**config.mk**
```make
export PLATFORM = sky130hd
export DESIGN_NAME = key_debounce16
export DESIGN_NICKNAME = d
export VERILOG_FILES = /design/src/rtl/key_debounce16.sv
export SDC_FILE = /design/constraint.sdc
export NUM_CORES = 1
export LEC_CHECK = 0
export ABC_AREA = 1
export CAP_MARGIN = 20
export CELL_PAD_IN_SITES_DETAIL_PLACEMENT = 0
export CELL_PAD_IN_SITES_GLOBAL_PLACEMENT = 2
export CORE_MARGIN = 2
export CORE_UTILIZATION = 36
export DETAILED_ROUTE_END_ITERATION = 7
export GPL_TIMING_DRIVEN = 0
export PLACE_DENSITY_LB_ADDON = 0.1
export SETUP_SLACK_MARGIN = 0.4
export SLEW_MARGIN = 20
export SYNTH_ARGS = -nofsm -noshare
export SYNTH_HDL_FRONTEND = slang
export SYNTH_SLANG_ARGS = --single-unit
```
**constraint.sdc**
```tcl
create_clock -name clk -period 6.4 [get_ports clk]
set_clock_uncertainty 0.1 [all_clocks]
set_input_delay 1.28 -clock clk [delete_from_list [all_inputs] [get_ports clk]]
set_output_delay 1.28 -clock clk [all_outputs]
set_load 0.03 [all_outputs]
```
**src/rtl/key_debounce16.sv**
```systemverilog
// -----------------------------------------------------------------------------
// key_debounce16
//
// Input conditioning for the 16-key priority-encoder lab design. Each raw key
// is brought into the clk domain through a two-flop synchroniser, sampled on a
// shared prescaler tick, and accepted as a new level only after STABLE_TICKS
// consecutive samples disagree with the current debounced level.
// keys_db[15:8] feeds the encoder's ui_in[7:0] and keys_db[7:0] feeds its
// uio_in[7:0], so bit 15 is the highest-priority key downstream.
//
// Optional feature macro: KEY_REPEAT_EN
//   When defined, holding the same set of keys produces repeated key_pressed
//   pulses. The first repeat comes REPEAT_DELAY ticks after the last change,
//   and later repeats follow every REPEAT_RATE ticks. When it is not defined,
//   the repeat counter does not exist and REPEAT_* are ignored.
//
// Parameters
//   TICK_DIV     clock cycles per sample tick (>= 2)
//   STABLE_TICKS consecutive differing samples needed to accept a change (2..15)
//   REPEAT_DELAY ticks held before the first auto-repeat (KEY_REPEAT_EN only)
//   REPEAT_RATE  ticks between later auto-repeats (KEY_REPEAT_EN only)
//
// Ports
//   clk          single clock
//   rst          asynchronous, active-high reset
//   keys_in      raw, asynchronous key levels (1 = pressed)
//   keys_db      debounced key levels (registered)
//   key_pressed  one-cycle pulse per key on an accepted press (and on repeat)
//   any_key      OR of keys_db (registered, follows keys_db in the same cycle)
// -----------------------------------------------------------------------------
module key_debounce16 #(
    parameter int TICK_DIV     = 1000,
    parameter int STABLE_TICKS = 4,
    parameter int REPEAT_DELAY = 50,
    parameter int REPEAT_RATE  = 10
) (
    input  logic        clk,
    input  logic        rst,
    input  logic [15:0] keys_in,
    output logic [15:0] keys_db,
    output logic [15:0] key_pressed,
    output logic        any_key
);

    localparam int             TW        = $clog2(TICK_DIV);
    localparam logic [TW-1:0]  TICK_LAST = TW'(TICK_DIV - 1);
    localparam logic [3:0]     CNT_LAST  = 4'(STABLE_TICKS - 1);

    if (TICK_DIV < 2 || STABLE_TICKS < 2 || STABLE_TICKS > 15) begin : g_param_check
        $error("key_debounce16: TICK_DIV must be >= 2 and STABLE_TICKS in 2..15");
    end

    logic [15:0]   r_sync1;
    logic [15:0]   r_sync2;
    logic [TW-1:0] r_tick_cnt;
    logic          w_tick;
    logic [3:0]    r_cnt [16];
    logic [15:0]   w_db_next;
    logic [15:0]   w_repeat;

    // ------------------------------------------------------------------------
    // Two-flop synchroniser: keys_in is fully asynchronous to clk.
    // ------------------------------------------------------------------------
    // NOTE: clocked state is always assigned with <= so every flop samples the
    // pre-edge value of its inputs, independent of statement order.
    always_ff @(posedge clk or posedge rst) begin
        if (rst) begin
            r_sync1 <= '0;
            r_sync2 <= '0;
        end else begin
            r_sync1 <= keys_in;
            r_sync2 <= r_sync1;
        end
    end

    // ------------------------------------------------------------------------
    // Sample-tick prescaler: tick is the last cycle of each TICK_DIV period.
    // ------------------------------------------------------------------------
    assign w_tick = (r_tick_cnt == TICK_LAST);

    always_ff @(posedge clk or posedge rst) begin
        if (rst) begin
            r_tick_cnt <= '0;
        end else if (w_tick) begin
            r_tick_cnt <= '0;
        end else begin
            r_tick_cnt <= r_tick_cnt + 1'b1;
        end
    end

    // ------------------------------------------------------------------------
    // Next debounced level: a channel toggles on the tick in which its count
    // of consecutive disagreeing samples reaches STABLE_TICKS.
    // ------------------------------------------------------------------------
    // NOTE: the default assignment at the top of the block gives every bit a
    // value on every path, so no latch is inferred.
    always_comb begin
        w_db_next = keys_db;
        for (int i = 0; i < 16; i++) begin
            if (w_tick && (r_sync2[i] != keys_db[i]) && (r_cnt[i] == CNT_LAST)) begin
                w_db_next[i] = ~keys_db[i];
            end
        end
    end

    // Per-channel agreement counters. A matching sample (a bounce back to the
    // current level) restarts the count; an accepted change also clears it,
    // so the count never exceeds STABLE_TICKS-1.
    // NOTE: this small counter array is reset explicitly because a key held
    // through reset must start a full debounce interval from zero; a large
    // RAM-style memory would normally be left unreset.
    always_ff @(posedge clk or posedge rst) begin
        if (rst) begin
            for (int i = 0; i < 16; i++) begin
                r_cnt[i] <= '0;
            end
        end else if (w_tick) begin
            for (int i = 0; i < 16; i++) begin
                if ((r_sync2[i] == keys_db[i]) || (r_cnt[i] == CNT_LAST)) begin
                    r_cnt[i] <= '0;
                end else begin
                    r_cnt[i] <= r_cnt[i] + 4'd1;
                end
            end
        end
    end

`ifdef KEY_REPEAT_EN
    // ------------------------------------------------------------------------
    // Auto-repeat: one shared tick counter, restarted by any change to the
    // debounced set and held at zero while no key is down. After reaching
    // REPEAT_DELAY it cycles between REPEAT_DELAY and REPEAT_DELAY+REPEAT_RATE,
    // firing each time it arrives at either point.
    // ------------------------------------------------------------------------
    localparam int            RW        = $clog2(REPEAT_DELAY + REPEAT_RATE + 1);
    localparam logic [RW-1:0] REP_FIRST = RW'(REPEAT_DELAY);
    localparam logic [RW-1:0] REP_WRAP  = RW'(REPEAT_DELAY + REPEAT_RATE);

    logic [RW-1:0] r_rep_cnt;
    logic [RW-1:0] w_rep_inc;
    logic          w_rep_hold;
    logic          w_rep_fire;

    assign w_rep_inc  = r_rep_cnt + 1'b1;
    assign w_rep_hold = (w_db_next == keys_db) && (keys_db != '0);
    assign w_rep_fire = w_tick && w_rep_hold &&
                        ((w_rep_inc == REP_FIRST) || (w_rep_inc == REP_WRAP));

    always_ff @(posedge clk or posedge rst) begin
        if (rst) begin
            r_rep_cnt <= '0;
        end else if (!w_rep_hold) begin
            r_rep_cnt <= '0;
        end else if (w_tick) begin
            r_rep_cnt <= (w_rep_inc == REP_WRAP) ? REP_FIRST : w_rep_inc;
        end
    end

    assign w_repeat = w_rep_fire ? keys_db : '0;
`else
    // Repeat disabled: the REPEAT_* parameters have no effect on this build.
    localparam int unused_repeat_cfg = REPEAT_DELAY + REPEAT_RATE;

    assign w_repeat = '0;
`endif

    // ------------------------------------------------------------------------
    // Registered outputs. The press pulse and any_key are derived from the
    // next-state level so they change on the same edge as keys_db.
    // ------------------------------------------------------------------------
    always_ff @(posedge clk or posedge rst) begin
        if (rst) begin
            keys_db     <= '0;
            key_pressed <= '0;
            any_key     <= 1'b0;
        end else begin
            keys_db     <= w_db_next;
            key_pressed <= (w_db_next & ~keys_db) | w_repeat;
            any_key     <= |w_db_next;
        end
    end

endmodule

```
==> impl_metrics.env <==
export IMPL_slew_violations=0
export IMPL_critical_path_required_ps=5020
export IMPL_synth_top_flop_cell="sky130_fd_sc_hd__dfrtp_1"
export IMPL_timing_critical_path_to_type="output pin"
export IMPL_globalRoute_totalOverflow=0
export IMPL_async_reset_ff_share_pct=100
export IMPL_critPathMaxFanout=3
export IMPL_timing_max_cap_violations=0
export IMPL_effective_utilization_at_floorplan_pct=36.5
export IMPL_register_area_share_after_synthesis_pct=53.4
export IMPL_status="complete, no violations"
export IMPL_grt_first_pass_wirelength_um=23400
export IMPL_syn_num_nets=817
export IMPL_holdBufCountCts=0
export IMPL_std_cell_rows=49
export IMPL_synth_most_common_cell="sky130_fd_sc_hd__nand2_1"
export IMPL_crit_end="keys_db[6]"
export IMPL_critPathKind="flop to output pin"
export IMPL_max_slew_margin_pct=54.0
export IMPL_detail_route_iter0_violations=199
export IMPL_final_setup_viol_count=0
export IMPL_avgSynthCellArea_sq_um=8.51
export IMPL_dp_slack_ps=3760
export IMPL_final_layout_size_suffix_gt1_share_pct=7.18
export IMPL_synth_edff_count=0
export IMPL_crit_chain="clkdlybuf4s50_1"
export IMPL_yosys_warnings=0
export IMPL_r2r_end="any_key"
export IMPL_final_net_count=887
export IMPL_area_growth_syn_to_layout_pct=21.5
export IMPL_synth_top_cell_area_share_pct=53.4
export IMPL_r2r_cells=11
export IMPL_layout_core_utilization_pct=44.4
export IMPL_die_y_um=139
export IMPL_numCtsBuffers=17
export IMPL_yosys_top_cells_count="286 x sky130_fd_sc_hd__nand2_1, 139 x sky130_fd_sc_hd__dfrtp_1, 101 x sky130_fd_sc_hd__nor2_1, 73 x sky130_fd_sc_hd__inv_1, 53 x sky130_fd_sc_hd__nand3_1"
export IMPL_via_count=4888
export IMPL_reg2reg_setup_slack_ps=4090
export IMPL_firstDrtPassIters=5
export IMPL_wl_um=14300
export IMPL_number_of_global_route_vias_before_repair=4635
export IMPL_static_leakage_power_nw=4.07
export IMPL_critPathTopFamily="buffers and inverters"
export IMPL_hold_path_depth=0
export IMPL_clk_transition_reported_paths_ps=60
export IMPL_logic_depth_of_the_worst_setup_path_including_buffers=1
export IMPL_numClockSinks=139
export IMPL_cp_launch_type="flop"
export IMPL_design_portCount=51
export IMPL_drt_wirelength_per_cell_um=13.2
export IMPL_gr_usage_all_layers_pct=15.6
export IMPL_hpwlAfterDp_um=9590
export IMPL_die_w_um=139
export IMPL_detail_route_vias_per_cell=4.53
export IMPL_synth_top_cell_by_area="sky130_fd_sc_hd__dfrtp_1"
export IMPL_antenna_found_initial=0
export IMPL_worst_slack_ps=3520
export IMPL_cts_tree="built"
export IMPL_worstMarginPinSlew_ps=690
export IMPL_die_area_sq_um=19200
export IMPL_worst_endpoint_arrival_ps=1500
export IMPL_placed_cells=1046
export IMPL_max_freq_mhz=347
export IMPL_placedInstanceArea_sq_um=7340
export IMPL_floorplan_core_area_sq_um=17800
export IMPL_cts_repair_timing_setup_buffer_count=0
export IMPL_synth_top_cells_by_area="sky130_fd_sc_hd__dfrtp_1 53%, sky130_fd_sc_hd__nand2_1 16%, sky130_fd_sc_hd__ha_1 6.3%"
export IMPL_clock_latency_reported_for_the_late_side_of_the_worst_skew_pair_ps=420
export IMPL_grt_max_degree=77
export IMPL_final_min_clock_period_ps=2880
export IMPL_timing_critical_path_from="keys_db[6]"
export IMPL_clockBufferDepth=2
export IMPL_fin_crit_sh_pct=45.0
export IMPL_ant_nets=0
export IMPL_synth_cells=766
export IMPL_timing_critical_path_slowest_stage_cell="sky130_fd_sc_hd__clkdlybuf4s50_1"
export IMPL_synth_lib_cells_used_distinct=18
export IMPL_htree_depth=4
export IMPL_power_density_cell_area_nw_per_um2=241
export IMPL_antenna_cells=0
export IMPL_synth_cell_area_sq_um=6520
export IMPL_setup_repair_after_global_routing_missed_its_margin="false"
export IMPL_post_cts_resized=0
export IMPL_power_ir_vdd_worst_mv=0.248
export IMPL_remaining_drc_errors=0
export IMPL_min_path_type="flop to flop"
export IMPL_root_buffer_selected_by_cts="sky130_fd_sc_hd__clkbuf_16"
export IMPL_globalplace_congestion=0.773
export IMPL_final_hold_viol_count=0
export IMPL_post_route_cell_area_sq_um=7920
export IMPL_timing_critical_path_slowest_cell_delay_ps=720
export IMPL_port_buffers=50
export IMPL_cp_num_buf_inv=1
export IMPL_r2r_start="r_tick_cnt[0]"
export IMPL_synth_ff_latch_count=139
export IMPL_post_layout_nonfiller_instances=1078
[stage by stage]
| stage | TNS, ps | hold slack (ps) | power [mW] |
|---|---|---|---|
| after floorplan | 0 | 231 | 0.935 |
| after global placement | -124030 | 233 | 0.956 |
| after detailed placement | 0 | 236 | 0.959 |
| after CTS | 0 | 246 | 1.94 |
| after global routing | 0 | 254 | 2.00 |
| final | 0 | 244 | 1.91 |
[power breakdown]
part	total [mW]	switching [mW]	leakage, nW	internal (mW)
registers	0.893	0.00415	1.85	0.889
clock network	0.968	0.376	0.279	0.593
logic	0.0470	0.0311	1.94	0.0159
total	1.91	0.411	4.07	1.50
[sequential cells by signal, summed over array words and instances, names as in the netlist]
register / cells
any_key: 1
key_pressed: 16
r_cnt: 64
keys_db: 16
r_sync2: 16
r_tick_cnt: 10
r_sync1: 16
[cells in the final DEF, fill, tap and decap left out, types with 10 or more instances in the layout]
cell,n
sky130_fd_sc_hd__clkdlybuf4s50_1,50
sky130_fd_sc_hd__nand2_1,286
sky130_fd_sc_hd__nor2_1,101
sky130_fd_sc_hd__nand4_1,20
sky130_fd_sc_hd__inv_1,72
sky130_fd_sc_hd__buf_6,15
sky130_fd_sc_hd__dfrtp_1,139
sky130_fd_sc_hd__ha_1,33
sky130_fd_sc_hd__nand3_1,53
sky130_fd_sc_hd__o21ai_1,10
sky130_fd_sc_hd__xnor2_1,16
sky130_fd_sc_hd__clkbuf_16,17
[how the worst min path moves through the flow]
stage	start	endpoint	slack [ps]
2_1_floorplan	r_sync1[0]	r_sync2[0]	230
3_3_place_gp	r_sync1[7]	r_sync2[7]	230
3_5_place_dp	r_sync1[12]	r_sync2[12]	240
4_1_cts	r_sync1[10]	r_sync2[10]	250
5_1_grt	r_sync1[0]	r_sync2[0]	250
6_report	r_sync1[10]	r_sync2[10]	240
[kinds of logic after synthesis]
logic type | after synthesis | share of synthesized area, %
and+or+nand+nor | 465 | 29.0
DFF | 139 | 53.4
adders and majority gates | 33 | 6.34
AOI/OAI and AO/OA | 19 | 1.80
buffers and inverters | 92 | 7.03
xor gates and xnor gates | 18 | 2.42
[metal layers]
layer | GRT usage [%] | up-vias | share of wire (%)
met3 | 4.01 | 8 | 3.5
met1 | 20.1 | 2274 | 48
met5 | 0 | - | 0
met2 | 25.9 | 70 | 48
li1 | - | 2536 | -
met4 | 5.10 | 0 | 0.97
[cell type report]
| class | count | area (sq um) |
|---|---|---|
| flip-flops and latches | 139 | 3480 |
| clock buffers | 21 | 460 |
| plain buffers | 16 | 173 |
| multi-input cells | 535 | 2580 |
| repair buffers | 51 | 528 |
| well taps | 229 | 287 |
| inverters | 76 | 293 |
| fillers | 1713 | 9920 |
| clock inverters | 11 | 120 |
(Power assumes the default switching activity.)
